[config.mk]
export PLATFORM = sky130hd
export DESIGN_NAME = stage_sequencer_flat
export DESIGN_NICKNAME = d
export VERILOG_FILES = /design/src/rtl/core_pkg.sv /design/src/rtl/stage_sequencer_if.sv /design/src/rtl/stage_sequencer_next_pick.sv /design/src/rtl/stage_sequencer.sv /design/src/flat_wrapper.sv
export SDC_FILE = /design/constraint.sdc
export NUM_CORES = 1
export LEC_CHECK = 0
export CAP_MARGIN = 20
export CORE_MARGIN = 2
export CORE_UTILIZATION = 43
export DETAILED_ROUTE_END_ITERATION = 12
export HOLD_SLACK_MARGIN = 0.03
export PLACE_DENSITY_LB_ADDON = 0.08
export SYNTH_ARGS = -nofsm -noshare
export SYNTH_HDL_FRONTEND = slang
export SYNTH_HIERARCHICAL = 1
export SYNTH_SLANG_ARGS = --single-unit
[constraint.sdc]
create_clock -name clk -period 1.66 [get_ports clk]
set_clock_uncertainty 0.1 [all_clocks]
set_input_delay 0.332 -clock clk [delete_from_list [all_inputs] [get_ports clk]]
set_output_delay 0.332 -clock clk [all_outputs]
set_load 0.01 [all_outputs]
[src/rtl/core_pkg.sv]
// Shared core definitions: stage indices, core stage count and the one-hot
// stage vector type used by the stage sequencer and its neighbours.
package core_pkg;

  localparam int STAGE_FETCH      = 0;
  localparam int STAGE_DECODE     = 1;
  localparam int STAGE_READ       = 2;
  localparam int STAGE_EXECUTE    = 3;
  localparam int STAGE_MEMORY     = 4;
  localparam int STAGE_WRITE_BACK = 5;

  localparam int NUM_CORE_STAGES  = 6;

  typedef logic [NUM_CORE_STAGES-1:0] stage_onehot_t;

  // Stages that stretch while memory is not ready: FETCH and MEMORY (6'h11).
  localparam stage_onehot_t DEFAULT_WAIT_MASK =
    stage_onehot_t'((32'd1 << STAGE_FETCH) | (32'd1 << STAGE_MEMORY));

endpackage

[src/rtl/stage_sequencer_if.sv]
// Handshake bundle between decode/datapath and the stage sequencer.
// master: the core side that supplies skip/wait/fault and consumes stage outputs.
// slave : the sequencer itself.
// Performance counter signals exist only when STAGE_SEQ_PERF_EN is defined.
interface stage_sequencer_if
  import core_pkg::*;
#(
  parameter int NUM_STAGES = NUM_CORE_STAGES
`ifdef STAGE_SEQ_PERF_EN
  , parameter int COUNT_W  = 32
`endif
);

  logic [NUM_STAGES-1:0] skip_mask;
  logic                  mem_wait;
  logic                  fault_in;
  logic [NUM_STAGES-1:0] stage;
  logic [NUM_STAGES-1:0] stage_en;
  logic                  retire;
  logic                  halted;
`ifdef STAGE_SEQ_PERF_EN
  logic [COUNT_W-1:0]    cycle_count;
  logic [COUNT_W-1:0]    retire_count;
`endif

`ifdef STAGE_SEQ_PERF_EN
  modport master (
    output skip_mask, mem_wait, fault_in,
    input  stage, stage_en, retire, halted, cycle_count, retire_count
  );
  modport slave (
    input  skip_mask, mem_wait, fault_in,
    output stage, stage_en, retire, halted, cycle_count, retire_count
  );
`else
  modport master (
    output skip_mask, mem_wait, fault_in,
    input  stage, stage_en, retire, halted
  );
  modport slave (
    input  skip_mask, mem_wait, fault_in,
    output stage, stage_en, retire, halted
  );
`endif

endinterface

[src/rtl/stage_sequencer_next_pick.sv]
// stage_next_pick: combinational next-stage selector. Starting just after the
// current one-hot position it walks the ring (rotate) and returns the first
// stage whose skip bit is clear (priority find), wrapping past the top.
// Kept standalone so a formal harness can bind to it directly.
module stage_next_pick #(
  parameter int N = 6
) (
  input  logic [N-1:0] cur,
  input  logic [N-1:0] skip,
  output logic [N-1:0] next
);

  localparam int IDX_W = (N > 1) ? $clog2(N) : 1;

  logic [IDX_W-1:0] tgt;
  logic             found;

  // Rotate from the current position and take the first non-skipped stage.
  always_comb begin
    next  = '0;
    found = 1'b0;
    tgt   = '0;
    for (int j = 0; j < N; j++) begin
      if (cur[j]) begin
        for (int k = 1; k < N; k++) begin
          tgt = IDX_W'((j + k) % N);
          if (!found && !skip[tgt]) begin
            next[tgt] = 1'b1;
            found     = 1'b1;
          end else begin
          end
        end
      end else begin
      end
    end
  end

endmodule

[src/rtl/stage_sequencer.sv]
// stage_sequencer: parametrised one-hot stage controller for the multi-cycle
// core. Walks FETCH..WRITE_BACK with per-instruction skipping, wait-state
// holds on selected stages, a sticky fault halt and a retire pulse.
// Optional build macro STAGE_SEQ_PERF_EN adds cycle/retire counters.
module stage_sequencer
  import core_pkg::*;
#(
  parameter int                    NUM_STAGES = NUM_CORE_STAGES,
  parameter int                    DECODE_IDX = STAGE_DECODE,
  parameter logic [NUM_STAGES-1:0] WAIT_MASK  = DEFAULT_WAIT_MASK
`ifdef STAGE_SEQ_PERF_EN
  , parameter int                  COUNT_W    = 32
`endif
) (
  input  logic            clk,
  input  logic            reset,
  stage_sequencer_if.slave bus
);

  localparam int LAST_IDX = NUM_STAGES - 1;
  localparam logic [NUM_STAGES-1:0] FIRST_STAGE = {{(NUM_STAGES-1){1'b0}}, 1'b1};

  logic [NUM_STAGES-1:0] cur_stage;
  logic [NUM_STAGES-1:0] cur_en;
  logic                  retire_pulse;
  logic                  halt_flag;
  logic [NUM_STAGES-1:0] held_skip;
  // Set on the edge a stage is entered; enables the single stage_en pulse.
  logic                  fresh;

  logic [NUM_STAGES-1:0] keep_mask;
  logic [NUM_STAGES-1:0] skip_src;
  logic [NUM_STAGES-1:0] eff_skip;
  logic [NUM_STAGES-1:0] next_stage;
  logic                  wait_hold;
  logic                  advance;

  // Stages up to decode and the last stage can never be bypassed.
  always_comb begin
    keep_mask = '0;
    for (int i = 0; i < NUM_STAGES; i++) begin
      keep_mask[i] = (i <= DECODE_IDX) || (i == LAST_IDX);
    end
  end

  // Hold/advance decision and the skip mask in force for this step.
  always_comb begin
    wait_hold = bus.mem_wait && (|(cur_stage & WAIT_MASK));
    // While in decode the live mask steers the very first jump.
    skip_src  = cur_stage[DECODE_IDX] ? bus.skip_mask : held_skip;
    eff_skip  = skip_src & ~keep_mask;
    advance   = !halt_flag && !bus.fault_in && (cur_stage != '0) && !wait_hold;
  end

  stage_next_pick #(
    .N (NUM_STAGES)
  ) u_next_pick (
    .cur  (cur_stage),
    .skip (eff_skip),
    .next (next_stage)
  );

  // Stage ring state: reset, fault halt, idle start, advance or hold.
  always_ff @(posedge clk) begin
    if (reset) begin
      cur_stage    <= '0;
      cur_en       <= '0;
      retire_pulse <= 1'b0;
      halt_flag    <= 1'b0;
      held_skip    <= '0;
      fresh        <= 1'b0;
    end else if (bus.fault_in || halt_flag) begin
      cur_stage    <= '0;
      cur_en       <= '0;
      retire_pulse <= 1'b0;
      halt_flag    <= 1'b1;
      held_skip    <= '0;
      fresh        <= 1'b0;
    end else if (cur_stage == '0) begin
      cur_stage    <= FIRST_STAGE;
      cur_en       <= '0;
      retire_pulse <= 1'b0;
      fresh        <= 1'b1;
    end else if (advance) begin
      cur_stage    <= next_stage;
      cur_en       <= fresh ? cur_stage : '0;
      retire_pulse <= cur_stage[LAST_IDX];
      fresh        <= 1'b1;
      if (cur_stage[DECODE_IDX]) begin
        held_skip <= bus.skip_mask;
      end else if (cur_stage[LAST_IDX]) begin
        held_skip <= '0;
      end else begin
        held_skip <= held_skip;
      end
    end else begin
      // Wait-state dwell: the entry pulse fires once, then stays low.
      cur_en       <= fresh ? cur_stage : '0;
      retire_pulse <= 1'b0;
      fresh        <= 1'b0;
    end
  end

  assign bus.stage    = cur_stage;
  assign bus.stage_en = cur_en;
  assign bus.retire   = retire_pulse;
  assign bus.halted   = halt_flag;

`ifdef STAGE_SEQ_PERF_EN
  logic [COUNT_W-1:0] cycles;
  logic [COUNT_W-1:0] retires;

  // Free-running performance counters, frozen while halted, wrapping naturally.
  always_ff @(posedge clk) begin
    if (reset) begin
      cycles  <= '0;
      retires <= '0;
    end else begin
      if (!halt_flag) begin
        cycles <= cycles + COUNT_W'(1);
      end else begin
        cycles <= cycles;
      end
      if (advance && cur_stage[LAST_IDX]) begin
        retires <= retires + COUNT_W'(1);
      end else begin
        retires <= retires;
      end
    end
  end

  assign bus.cycle_count  = cycles;
  assign bus.retire_count = retires;
`endif

endmodule

[src/flat_wrapper.sv]
// flat-port wrapper written by rule: the top's interface ports become plain ports
module stage_sequencer_flat import core_pkg::*;
#(
  parameter int                    NUM_STAGES = NUM_CORE_STAGES,
  parameter int                    DECODE_IDX = STAGE_DECODE,
  parameter logic [NUM_STAGES-1:0] WAIT_MASK  = DEFAULT_WAIT_MASK

)
  (clk, reset, bus_skip_mask, bus_mem_wait, bus_fault_in, bus_stage, bus_stage_en, bus_retire, bus_halted);
  stage_sequencer_if #(.NUM_STAGES(NUM_STAGES)) bus_i ();
  input  logic clk;
  input  logic reset;
  input wire logic [$bits(bus_i.skip_mask)-1:0] bus_skip_mask;
  input wire logic [$bits(bus_i.mem_wait)-1:0] bus_mem_wait;
  input wire logic [$bits(bus_i.fault_in)-1:0] bus_fault_in;
  output wire logic [$bits(bus_i.stage)-1:0] bus_stage;
  output wire logic [$bits(bus_i.stage_en)-1:0] bus_stage_en;
  output wire logic [$bits(bus_i.retire)-1:0] bus_retire;
  output wire logic [$bits(bus_i.halted)-1:0] bus_halted;
  assign bus_i.skip_mask = bus_skip_mask;
  assign bus_i.mem_wait = bus_mem_wait;
  assign bus_i.fault_in = bus_fault_in;
  assign bus_stage = bus_i.stage;
  assign bus_stage_en = bus_i.stage_en;
  assign bus_retire = bus_i.retire;
  assign bus_halted = bus_i.halted;
  stage_sequencer #(.NUM_STAGES(NUM_STAGES), .DECODE_IDX(DECODE_IDX), .WAIT_MASK(WAIT_MASK)) u_core (.clk(clk), .reset(reset), .bus(bus_i));
endmodule
Word-level counts from Yosys, hierarchy flattened
Cells that the tools add are included.
W data, S select, Z words.
- latch bits: 0
- memories: 0
- memory bits (writable): 0
- input bits: 10
- word-level logic and storage cells: 144
- bits in registers: 20
- memory bits (read-only): 0
- div/mod/pow operators: 0
- multiplexer cells: 83
- add/sub/neg operators: 0
- order comparisons: 0
- eq/ne operators: 0
- $mul: 0
- reduce and logical (&&, ||, !) cells: 51
- shifts and indexed selects: 0
- bitwise gates (word level): 3
- operators with widths (kind ; count):
    $mux W1 ; 72
    $mux W5 ; 5
    $logic_not A1 Y1 ; 21
    $logic_and A1 B1 Y1 ; 19
    $mux W4 ; 2
    $reduce_or A4 Y1 ; 2
    $logic_not A6 Y1 ; 1
    $mux W3 ; 2
    $reduce_bool A6 Y1 ; 1
    $mux W2 ; 2
    $reduce_bool A2 Y1 ; 2
    $reduce_or A2 Y1 ; 2
    $not A1 Y1 ; 3
    $reduce_and A3 Y1 ; 1
    $reduce_or A3 Y1 ; 1
    $logic_or A1 B1 Y1 ; 1

Depth between registers and ports, before layout
- depth in word-level cells: 25
- depth in mapped cells: 7

By module
Netlist, hierarchy kept.
- modules (own cells, without submodules) (module ; sequential area each (um2) ; times used ; area an instance (um2) ; cells an instance):
    stage_sequencer ; 360.3 ; 1 ; 679.4 ; 68
    stage_next_pick ; 0.0 ; 1 ; 266.5 ; 45

Least setup slack after synthesis
No wires, ideal clock.
- path kind: flip-flop to flip-flop
- start point: reg u_core.cur_stage[1], in the netlist u_core/bus.stage[1]
- end point: reg u_core.cur_stage[5], in the netlist u_core/bus.stage[5]
- arrival time: 1.536 ns
- setup slack: -0.095 ns
- stages on the path, launching flop included: 8
- setup time: 0.119 ns
- buffers on the path: 0
- cells stage by stage: dfxtp_1 -> mux2_2 -> mux2i_1 -> o21ai_1 -> o21ai_1 -> o32ai_1 -> nand3_1 -> a21oi_1
- RTL lines (what ; line ; RTL):
    start: declaration ; stage_sequencer.sv:23 ; logic [NUM_STAGES-1:0] cur_stage;
    start signal: assignment ; stage_sequencer.sv:85 ; cur_stage <= next_stage;
    $mux W5 * ; stage_sequencer.sv:50 ; skip_src = cur_stage[DECODE_IDX] ? bus.skip_mask : held_skip;
    via u_core.skip_src[3] ; stage_sequencer.sv:32 ; logic [NUM_STAGES-1:0] skip_src;
    $logic_not A1 Y1 * ; stage_sequencer_next_pick.sv:27 ; if (!found && !skip[tgt]) begin
    $logic_and A1 B1 Y1 ; stage_sequencer_next_pick.sv:27 ;
    $mux W1 ; stage_sequencer_next_pick.sv:27 ;
    $mux W1 ; stage_sequencer_next_pick.sv:24 ; if (cur[j]) begin
    $logic_not A1 Y1 ; stage_sequencer_next_pick.sv:27 ;
    $logic_and A1 B1 Y1 ; stage_sequencer_next_pick.sv:27 ;
    [... 5 more ...] ; - ;
    $mux W4 ; stage_sequencer_next_pick.sv:24 ;
    $mux W1 ; stage_sequencer_next_pick.sv:27 ;
    $mux W3 * ; stage_sequencer_next_pick.sv:24 ;
    $mux W1 ; stage_sequencer_next_pick.sv:27 ;
    $mux W2 * ; stage_sequencer_next_pick.sv:24 ;
    $mux W1 ; stage_sequencer_next_pick.sv:27 ;
    $mux W1 * ; stage_sequencer_next_pick.sv:24 ;
    via u_core.next_stage[5] ; stage_sequencer.sv:34 ; logic [NUM_STAGES-1:0] next_stage;
The timed path passes the listed nets; every way through them passes the cells marked *. The select of a mux whose other input is x is not followed.
A chain may end at the register's enable or synchronous reset.

Worst setup path in the final report
- start point: in bus_fault_in
- end point: reg u_core.held_skip[4]
- longest elaborated chain between the ends: 5
- RTL lines (what ; line ; RTL):
    start: declaration ; flat_wrapper.sv:15 ; input wire logic [$bits(bus_i.fault_in)-1:0] bus_fault_in;
    $logic_not A1 Y1 ; stage_sequencer.sv:52 ; advance = !halt_flag && !bus.fault_in && (cur_stage != '0) && !wait_hold;
    $logic_and A1 B1 Y1 (3 in a row) ; stage_sequencer.sv:52 ;
    $reduce_and A3 Y1 (no line) ; - ;
    end signal: assignment ; stage_sequencer.sv:90 ; held_skip <= bus.skip_mask;
    end signal: assignment ; stage_sequencer.sv:94 ; held_skip <= held_skip;
    end: declaration ; stage_sequencer.sv:27 ; logic [NUM_STAGES-1:0] held_skip;
Several ways; a longest one is shown, not always the timed one.

==> impl_metrics.toml <==
[status]
outcome = "completed"

[hold_path]
holdCritPathClass = "register to register"
whs_path_depth = 1

[die]
core_um2 = 2022
die_y_um = 50.90
dieWidth_um = 50.90
die_area_um2 = 2591
boundaryPins = 24
rows = 16
start_util_pct = 46.78

[layout]
nFillCells = 168
drive_gt1_share_pct = 25.60
layout_commonest_cell = "buf_4"
fin_util_pct = 70.61
final_nets = 179
area_growth_pct = 50.93
diodes = 0
most-common-layout-cells = "buf_4 (18), conb_1 (16), clkdlybuf4s50_1 (12), dfxtp_1 (12), nand3_1 (10)"

[flow_run]
drv_cap = 0

[yosys]
synth_edf_count = 0
syn_area_um2 = 945.9
netlist-cell-type-count = 34
synth_top_family_by_area = "simple AND/OR/NAND/NOR gates"
synth_compound_area_share_pct = 23.41
synth_mux_area_share_pct = 7.937
async_reset_ff_share_pct = 0
ys.flop_type = "dfxtp_1"
synthSimpleGateAreaFrac_pct = 26.98
yosysSeqAreaShare_pct = 38.10
synthXorXnorAreaFrac_pct = 0
synthAdderAreaFrac_pct = 0
yosysWarnings = 6
synthCells = 113
synth_seq_cells = 18
syn_avg_cell_area_um2 = 8.371

[critical_path]
worstPathRequired_ps = 1740
reg2reg_slack_ps = 90
crit_path_max_incr_delay_ps = 420
critical_path.cell_chain = "clkdlybuf4s50_1 -> or2_1 -> or3_4 -> a32o_1"
critPathTopFamily = "simple AND/OR/NAND/NOR gates"
slowest_stage = "clkdlybuf4s50_1"
r2r_cells = 7
cp_num_buf_inv = 1
crit_arrival_ps = 1690
path_class = "input pin to register"
endpoint_kind = "register"
crit_path_max_fanout = 3
cp-start-kind = "input pin"
cp.depth = 4

[sta]
final_hold_viol_count = 0
drv_slew = 0
setup_ws_ps = 55.41
holdWs_ps = 403.0
fmax_mhz = 623.2
post-route-min-period_ps = 1605
final.period_utilization_pct = 96.66
rsz0062_at_grt = "false"
finalSetupViolCount = 0

[place]
hpwl_um = 2017
portBuffers = 20
gp_congestion = 0.8908
dp_slack_ps = -338.0

[clock_network]
post_cts_buffers = 0
cts_made_buffers = 3
h-tree-depth = 1
clkLatencyLatePin_ps = 290
path_clk_slew_ps = 90
clockBufferDepth = 2
cts.sinks = 18
cts_tree = "done"
hold_buffers = 0
cts_root_buf = "clkbuf_4"

[grt]
grt-ovfl-total = 0
grt_max_degree = 11
track_usage_pct = 22.16
antenna_found_initial = 0
grt_pass1_wl_um = 4333
grt_pass1_vias = 968

[power_and_ir_drop]
ir_drop_v = 0.0006115
power_mw = 0.7928
p_per_area_nw_per_um2 = 555.3
leakagePower_nw = 0.5928

[routing]
drt_iter0_drc = 21
dr.pass1.iters = 4
routed-via-count = 1016
via_per_inst = 5.210
drc = 0
wl_per_cell_um = 13.14
antenna_left = 0
finalWirelength_um = 2562
==> repair_timing <==
| action | 4_1_cts | 5_1_grt |
|---|---|---|
| hold endpoints to repair | 0 | 0 |
| pin swaps | 5 | 2 |
| endpoints found under the setup margin | 7 | 4 |
| resized for setup | 17 | 6 |
==> area by class of cell <==
type	count	area [um2]	area share (%)
flip-flops and latches	18	375.4	26.29
well taps	27	33.78	2.366
clock buffers	4	36.28	2.542
inverters	4	15.01	1.052
repair buffers	38	325.3	22.79
multi-input cells	104	641.9	44.96
==> cells by family (layout without fill, tap and decap cells) <==
family,count (synthesis),after routing
AO/OA/AOI/OAI,34,34
multiplexers,7,7
buffers and inverters,6,46
other,1,16
AND/OR/NAND/NOR,47,47
flip-flops,18,18
==> flip-flops by register name (all words and copies together) (netlist names) <==
register and count:
u_core/bus.stage_en 6, u_core/bus.stage 6, u_core/bus.retire 1, u_core/bus.halted 1
u_core/held_skip 3, u_core/fresh 1
==> stage by stage <==
stage                     setup TNS [ps]  cell area [um2]  std cells
final                                  0             1428        195
after global routing                   0             1428        195
after CTS                              0             1406        195
after detailed placement           -1946             1358        191
after global placement             -1605             1358        191
after floorplan                        0             1003        128
==> final timing paths <==
kind / start / endpoint
setup / recovery: bus_fault_in / u_core/held_skip[4]$_SDFFE_PP0P_
hold / removal: u_core/held_skip[2]$_SDFFE_PP0P_ / u_core/held_skip[2]$_SDFFE_PP0P_
hold reg to reg: u_core/held_skip[2]$_SDFFE_PP0P_ / u_core/held_skip[2]$_SDFFE_PP0P_
setup reg to reg: u_core/bus.stage[1]$_SDFFE_PP0P_ / u_core/bus.stage[5]$_SDFFE_PP0P_
==> worst reg2reg max path, delay by kind of cell, from the launching register on <==
kind | cells | cell delay [ps]
and+or+nand+nor | 1 | 110
muxes | 2 | 290
DFF | 1 | 370
AOI/OAI and AO/OA | 4 | 650
==> metal layers <==
metal	routed length (um)	vias up	global-route usage [%]
met5	0	-	0
met2	1213	27	37.66
met3	86	6	5.263
li1	-	526	-
met4	57	0	5.405
met1	1204	457	28.08
==> power breakdown <==
part           switching [mW]  internal, mW  leakage (nW)  total (mW)
Combinational          0.0486        0.0436         0.422      0.0922
Clock                   0.130         0.133        0.0210       0.264
Sequential            0.00528         0.432         0.149       0.437
==> Yosys cell counts, types with 2 or more instances <==
library cell  instances  area share [%]
inv_1                 4             1.6
nand3_1              10             5.3
o21ai_0               8             4.2
o21ai_2               2             1.9
and3_1                8             5.3
nor2_1                5             2.0
nand4_1               4             2.6
and2_1                3             2.0
nor3_1                2             1.1
a21oi_1               7             3.7
mux2i_1               3             3.2
o21ai_1               4             2.1
mux2_2                4             4.8
a211oi_1              3             2.4
dfxtp_1              18              38
nand2_1               8             3.2
a32o_1                3             3.2
Note: power is estimated with default switching activity, not from simulation.
==> RTL edit (same flow settings) <==
`NUM_CORE_STAGES`: 6 -> 12.
--- a/src/rtl/core_pkg.sv
+++ b/src/rtl/core_pkg.sv
@@ -11,3 +11,3 @@
 
-  localparam int NUM_CORE_STAGES  = 6;
+  localparam int NUM_CORE_STAGES  = 12;
 
Ports: changed (resized bus_skip_mask, bus_stage and bus_stage_en); port bits go from 24 to 42. No check against the original RTL was run, so the function may have changed too.
==> RTL edit against the unedited design <==
The flow now finishes with violations (setup timing). Sequential cell count is 18 higher. Area after synthesis is 150% higher. Setup slack worse by 0.42 ns. Final area grew to 2.6 times the old value. Wire length grew to 3.2 times the old value. Highest routed layer unchanged. Total power is 120% higher. Global-route usage is 3.6 points higher.
==> RTL edit: results (changes against the unedited design) <==
| Metric | Value |
|---|---|
| Status | finished with violations |
| Failing checks | setup timing |
| Post-route non-filler standard cell count | 448 (+130%) |
| Layout cells sized above 1 | 0.4365 (+0.1806) |
| Setup violations, final | 24 (+24) |
| Min-Delay Path Class | input pin to flip-flop |
| Met1 Track Usage GR | 0.3544 (+0.07362) |
| Routed wl met3 | 628 um (+630%) |
| RD Place Congestion | 0.9531 (+7.0%) |
| Compound-gate portion of the synthesized area | 0.2989 (+0.06475) |
| Net Sw Power | 0.4545 mW (+150%) |
| GRT Total Usage | 0.2573 (+0.03568) |
| Pre-CTS setup slack | -0.7160 ns (-0.3780 ns) |
| Clock root buffer | clkbuf_8 |
| Vias in the first global route | 2488 (+160%) |
| Worst EP arrival | 2.15 ns (+0.46 ns) |
| Initial DRC Count | 212 (+910%) |
| Worst Path Max Fanout | 6 (+3) |
| Flop pwr share | 0.496 (-0.055) |
| LEAKAGE | 1.431 nW (+140%) |
| Syn Area/Cell | 8.620 um^2 (+3.0%) |
| Largest net degree at the start of global routing | 13 (+2) |
| Final setup margin | -0.3628 ns (-0.4182 ns) |
| Filler cells | 383 (+130%) |
| TNS Setup | -7.849 ns (-7.849 ns) |
| Combinational Power Share | 0.113 (-0.003) |
| Met3 Use GR | 0.05465 (+0.002020) |
| Met2 wire length | 3819 um (+210%) |
| Post-Place Cells | 428 (+120%) |
| Met2 Track Usage GR | 0.4017 (+0.02510) |
| Post-CTS sizing | 45 (+28) |
| Post-CTS Setup Bufs | 3 (+3) |
| Total iterations of the first detailed-routing run | 5 (+1) |
| DPL Wire Length | 5621 um (+180%) |
| Mux cell area share after synthesis | 0.06213 (-0.01723) |
| Yosys cell types | 67 (+97%) |
| Vias/cell | 6.040 (+16%) |
| Port bufs | 38 (+90%) |
| Synth area leaders | dfxtp_1, mux2_2, a21oi_1 |
[RTL edit: changes by cell type after synthesis, sizes merged, moves of 5 or more]
cell	before	now
a21oi	7	26
dfxtp	18	36
buf	1	12
nand3	10	21
and2	3	13
a22o	0	9
mux2	4	12
o21ai	14	22
nand4	4	11
clkbuf	1	7
nand2	8	14
nor2	5	10
[RTL edit: path summary, 6_finish.rpt]
check                      start                  end  depth (start not counted)
min             bus_skip_mask[5]  u_core/held_skip[5]                          2
max reg2reg  u_core/bus.stage[1]         u_core/fresh                          6
min reg2reg  u_core/held_skip[4]  u_core/held_skip[4]                          1
max          u_core/bus.stage[1]         u_core/fresh                          6
[RTL edit: worst max-delay path, cell delays in order, from the launching register on]
cell and delay (ns):
dfxtp_4 0.38, buf_6 0.15, buf_6 0.11, buf_6 0.11, or4_4 0.53, or3_4 0.36, a211oi_2 0.20
[RTL edit: metrics by stage]
stage,power (mW),instance area (um^2),hold WS (ns),utilization
final,1.747,3669,0.3392,0.7092
after global routing,1.815,3669,0.3389,0.7092
after CTS,1.736,3496,0.3365,0.6759
after detailed placement,1.049,3269,0.3580,0.6321
after global placement,1.048,3269,0.3526,0.6321
after floorplan,0.9643,2444,0.3044,-
[RTL edit: area by class of cell]
| cell class | count | share of cell area |
|---|---|---|
| clock buffers | 6 | 0.02251 |
| clock inverters | 2 | 0.004093 |
| inverters | 5 | 0.005116 |
| multi-input cells | 216 | 0.4785 |
| flip-flops and latches | 36 | 0.2026 |
| well taps | 70 | 0.02387 |
| repair buffers | 113 | 0.2633 |
[RTL edit: logic make-up (layout without fill, tap and decap cells)]
family          after synthesis  after routing
compound gates               97             99
buf+inv                      24            126
flops                        36             36
mux                          13             13
other cells                   1              4
simple gates                100            100
